**src/rtl/cdb_sched.sv**
```systemverilog
// Issue scheduler for a shared common data bus: reserves the CDB slot each grant will occupy.
// Optional round-robin arbitration is enabled by defining CDB_SCHED_RR_ARB_EN.
module cdb_sched #(
    parameter int N_CH   = 4,
    parameter int DATA_W = 32,
    parameter int TAG_W  = 6,
    parameter int DEPTH  = 8,
    parameter logic [4*N_CH-1:0] LAT_VEC = {4'd7, 4'd4, 4'd1, 4'd1}
) (
    input  logic                     clk,
    input  logic                     reset,
    input  logic [N_CH-1:0]          req,
    input  logic [N_CH-1:0]          busy,
    input  logic [N_CH*DATA_W-1:0]   unit_data,
    input  logic [N_CH*TAG_W-1:0]    unit_tag,
    output logic [N_CH-1:0]          grant,
    output logic                     grant_valid,
    output logic                     cdb_valid,
    output logic [N_CH-1:0]          cdb_sel,
    output logic [DATA_W-1:0]        cdb_data,
    output logic [TAG_W-1:0]         cdb_tag,
    output logic [15:0]              stall_cnt
);

    localparam int PTR_W = (N_CH > 1) ? $clog2(N_CH) : 1;

    logic [DEPTH-1:0] res_q, res_d;
    logic [PTR_W-1:0] own_q [DEPTH];
    logic [PTR_W-1:0] own_d [DEPTH];
    logic [15:0]      stall_q, stall_d;
    logic [N_CH-1:0]  elig;
    logic [N_CH-1:0]  grant_raw;
    logic [DEPTH-1:0] slot_mask [N_CH];
    logic             multi_elig;

    // A grant lands in post-shift slot L-1, so the pre-shift slot L must be free.
    for (genvar c = 0; c < N_CH; c++) begin : g_ch
        localparam int L = int'(LAT_VEC[4*c +: 4]);
        if (L < DEPTH) begin : g_chk
            assign elig[c] = req[c] & ~busy[c] & ~res_q[L];
        end else begin : g_top
            assign elig[c] = req[c] & ~busy[c];
        end
        assign slot_mask[c] = DEPTH'(1) << (L - 1);
    end

    assign multi_elig = (elig & (elig - 1'b1)) != '0;

`ifdef CDB_SCHED_RR_ARB_EN
    logic [PTR_W-1:0] rr_q, rr_d;
    logic [PTR_W-1:0] gidx;
    logic             found;

    // First pass takes channels at/after the pointer, second pass wraps around.
    always_comb begin
        grant_raw = '0;
        gidx      = '0;
        found     = 1'b0;
        for (int c = 0; c < N_CH; c++) begin
            if (!found && elig[c] && (PTR_W'(c) >= rr_q)) begin
                grant_raw[c] = 1'b1;
                gidx         = PTR_W'(c);
                found        = 1'b1;
            end
        end
        for (int c = 0; c < N_CH; c++) begin
            if (!found && elig[c]) begin
                grant_raw[c] = 1'b1;
                gidx         = PTR_W'(c);
                found        = 1'b1;
            end
        end
        rr_d = rr_q;
        if (found) begin
            rr_d = (gidx == PTR_W'(N_CH - 1)) ? '0 : gidx + 1'b1;
        end
    end

    always_ff @(posedge clk or posedge reset) begin
        if (reset) begin
            rr_q <= '0;
        end else begin
            rr_q <= rr_d;
        end
    end
`else
    logic found;

    always_comb begin
        grant_raw = '0;
        found     = 1'b0;
        for (int c = 0; c < N_CH; c++) begin
            if (!found && elig[c]) begin
                grant_raw[c] = 1'b1;
                found        = 1'b1;
            end
        end
    end
`endif

    assign grant       = reset ? '0 : grant_raw;
    assign grant_valid = |grant;

    always_comb begin
        res_d = {1'b0, res_q[DEPTH-1:1]};
        for (int k = 0; k < DEPTH - 1; k++) begin
            own_d[k] = own_q[k+1];
        end
        own_d[DEPTH-1] = '0;
        for (int c = 0; c < N_CH; c++) begin
            if (grant_raw[c]) begin
                res_d = res_d | slot_mask[c];
                for (int k = 0; k < DEPTH; k++) begin
                    if (slot_mask[c][k]) begin
                        own_d[k] = PTR_W'(c);
                    end
                end
            end
        end
        stall_d = stall_q;
        if ((((|req) && !(|grant_raw)) || multi_elig) && (stall_q != 16'hFFFF)) begin
            stall_d = stall_q + 16'd1;
        end
    end

    always_ff @(posedge clk or posedge reset) begin
        if (reset) begin
            res_q   <= '0;
            stall_q <= '0;
            for (int k = 0; k < DEPTH; k++) begin
                own_q[k] <= '0;
            end
        end else begin
            res_q   <= res_d;
            stall_q <= stall_d;
            for (int k = 0; k < DEPTH; k++) begin
                own_q[k] <= own_d[k];
            end
        end
    end

    assign cdb_valid = res_q[0];
    assign stall_cnt = stall_q;

    always_comb begin
        cdb_sel  = '0;
        cdb_data = '0;
        cdb_tag  = '0;
        for (int c = 0; c < N_CH; c++) begin
            if (res_q[0] && (own_q[0] == PTR_W'(c))) begin
                cdb_sel[c] = 1'b1;
                cdb_data   = unit_data[c*DATA_W +: DATA_W];
                cdb_tag    = unit_tag[c*TAG_W +: TAG_W];
            end
        end
    end

endmodule

```
**config.mk**
```make
export PLATFORM = sky130hd
export DESIGN_NAME = cdb_sched
export DESIGN_NICKNAME = d
export VERILOG_FILES = /design/src/rtl/cdb_sched.sv
export SDC_FILE = /design/constraint.sdc
export NUM_CORES = 1
export LEC_CHECK = 0
export BUFFER_PORTS_ARGS = -buffer_cell sky130_fd_sc_hd__buf_2
export CAP_MARGIN = 10
export CORE_AREA = 2 2 87 89
export CTS_CLUSTER_SIZE = 20
export DETAILED_ROUTE_END_ITERATION = 10
export DIE_AREA = 0 0 89 91
export PLACE_DENSITY = 0.8
export SYNTH_ARGS = -nofsm -noshare
export SYNTH_HDL_FRONTEND = slang
export SYNTH_SLANG_ARGS = --single-unit
```
**constraint.sdc**
```tcl
create_clock -name clk -period 2.35 [get_ports clk]
set_clock_uncertainty 0.15 [all_clocks]
set_input_delay 0.3525 -clock clk [delete_from_list [all_inputs] [get_ports clk]]
set_output_delay 0.3525 -clock clk [all_outputs]
set_load 0.02 [all_outputs]
```
==> results.md <==
- Status: completed
- Detailed-router iteration count before antenna repair: 5
- Initial Util: 35.0%
- RSZ-0062 raised after global routing: true
- Final setup viols: 0
- Multi-input logic area: 1710 sq um
- Yosys reg bits: 28
- Setup crit start kind: flop
- Crit path DAT: 1.77 ns
- CP Class: flop to primary output
- Cells after Synth: 215
- Clk_lat worst skew: 0.28 ns
- Slew Limit Fails: 0
- Detailed-route via count: 2680
- Wire length per cell: 16.9 microns
- Area Growth Syn to Fin: 53.2%
- Gpl congestion: 0.926
- Worst-Margin Slew: 0.337 ns
- Synth cell types: 37
- DRT iter0 DRCs: 89
- Htree depth: 1
- CP Capture Type: primary output
- Nets: 596
- Max_slew headroom: 77.5%
- Synth top area share: 34.2%
- Drt drc: 0
- Die area: 8100 sq um
- Flop-to-flop setup slack: 0.16 ns
- Biggest area consumer among synthesized cells: mux4_2
- Port Buffers: 225
- R2r startpoint: stall_cnt[0]$_DFFE_PP0P_
- Yosys warns: 0
- Antenna cell count: 0
- CTS tree: built
- Clock Path Buffers: 2
- Fin crit period: 2.27 ns
- Sequential share of the synthesized area: 28.0%
- Worst hold path type: input port to async pin
- Fin Hold WS: 0.0358 ns
- Vias per cell: 5.05
- Setup_tns: 0 ns
- I/O pin count: 226
- Most numerous cell in the Yosys netlist: and2_1
- Core Footprint: 7140 sq um
- R2R Path End: stall_cnt[1]$_DFFE_PP0P_
- FMAX: 441 MHz
- Mapped Area: 2500 sq um
- Critical Path RT: 1.85 ns
- Pre-CTS setup slack: 0.0736 ns
- Die W: 89 microns
- Clk pin slew, worst setup/hold paths: 0.09 ns
- Dominant cells by area after synthesis: mux4_2 (34%), dfrtp_1 (28%), and2_1 (10%), xnor2_1 (3.9%), nand3_1 (2.4%)
- Seq. cell area: 703 sq um
- Ys flop type: dfrtp_1
- Initial antenna violation count: 0
- Worst VDD drop: 0.000514 V
- Fin worst setup slack: 0.0815 ns
- Period utilization: 96.5%
- Final hold violation count: 0
- DPL Wire Length: 7540 microns
- Pwr Density: 538 nW/um^2
- FFs w/ async S/R, synth: 100%
- Post-route design area: 3830 sq um
- Overall Global Routing Usage: 21.6%
- Antenna-violating nets left: 0
- DP Area: 3750 sq um
- GR Overflow Total: 0
- Die Span Y: 91 microns
- Crit-path max FO: 22
- Syn_area_per_cell: 11.6 sq um
- Layout cells sized above 1: 67.4%
- Pleak: 1.94 nW
- Num CTS Buffers: 3
- First-pass GRT wire length: 13600 microns
- Rows: 31
- Maxcap violations: 0
- Root Buffer: clkbuf_8
- Number of global-route vias before repair: 2849
- Post-synth net total: 378
- TritonCTS Sinks: 28
- R2R depth: 7
- WL final: 8960 microns
- Fill count: 664
- Number of synthesized flops with an enable pin: 0
- Largest net degree at the start of global routing: 44
- Post-synth top cells: and2_1 (40), mux4_2 (38), dfrtp_1 (28)
-- stage by stage --
stage / power [mW] / utilization [%] / std cells
after floorplan: 1.34 / - / 215
after global placement: 1.73 / 52.6 / 527
after detailed placement: 1.76 / 52.6 / 527
after CTS: 2.05 / 53.4 / 531
after global routing: 2.19 / 53.7 / 531
final: 2.06 / 53.7 / 531
-- cell usage in the layout (no fill, tap or decap), types with 2 or more instances in the layout --
cell type / n
and3_1: 7
nand2_1: 8
or3_1: 2
nand4_1: 5
buf_12: 3
dfrtp_2: 2
nand2b_4: 2
clkbuf_8: 4
mux2_2: 2
nor3_1: 3
mux4_2: 38
nor4_1: 3
inv_1: 4
nor2_1: 11
and2b_2: 2
buf_4: 7
and2_1: 35
buf_2: 221
xnor2_1: 11
a21o_1: 2
and2_4: 4
nand3_1: 12
dfrtp_1: 26
-- worst max-delay path: stages (launching register included) --
cell	delay, ns
dfrtp_2	0.42
buf_12	0.21
mux4_2	0.53
and2_1	0.17
buf_2	0.15
-- worst max-delay path by stage --
stage,startpoint,end
after floorplan,stall_cnt[0]$_DFFE_PP0P_,stall_cnt[1]$_DFFE_PP0P_
after global placement,req[0],stall_cnt[1]$_DFFE_PP0P_
after detailed placement,stall_cnt[0]$_DFFE_PP0P_,stall_cnt[1]$_DFFE_PP0P_
after CTS,stall_cnt[0]$_DFFE_PP0P_,stall_cnt[1]$_DFFE_PP0P_
after global routing,own_q[14]$_DFF_PP0_,cdb_data[12]
final,own_q[14]$_DFF_PP0_,cdb_data[11]
-- final cells by class --
| type | count | area share, % |
|---|---|---|
| multi-input cells | 165 | 44.8 |
| well taps | 99 | 3.23 |
| clock buffers | 4 | 1.44 |
| flip-flops and latches | 28 | 18.4 |
| repair buffers | 231 | 31.8 |
| inverters | 4 | 0.392 |
-- sequential cells by signal (all words and copies together) (netlist names) --
signal and count:
res_q 4, stall_cnt 16, own_q 8
-- repair_timing --
item | 4_1_cts | 5_1_grt
gates resized for setup | 0 | 9
endpoints found under the setup margin | 0 | 7
buffers inserted | 0 | 0
hold buffers | 0 | 0
-- power by group --
group	switching (mW)	internal (mW)
combinational	0.552	0.540
clock	0.149	0.150
sequential	0.107	0.562
total	0.808	1.25
-- layer usage --
metal | wire length (microns) | vias up | track usage (%)
met5 | 0 | - | 0
met4 | 162 | 0 | 6.34
met3 | 957 | 11 | 5.82
met2 | 4650 | 123 | 39.6
met1 | 3200 | 1306 | 23.9
li1 | - | 1240 | -
-- cell families (layout without fill, tap and decap cells) --
kind of cell / after synthesis / in the layout / synth area share, %
XOR/XNOR: 12 / 12 / 4.20
AO/OA/AOI/OAI: 7 / 7 / 2.45
multiplexers: 43 / 43 / 36.6
AND/OR/NAND/NOR: 102 / 102 / 24.4
adder cells (fa/ha/maj): 1 / 1 / 0.500
buffers and inverters: 22 / 239 / 3.85
flip-flops: 28 / 28 / 28.0
(Power assumes the default switching activity.)
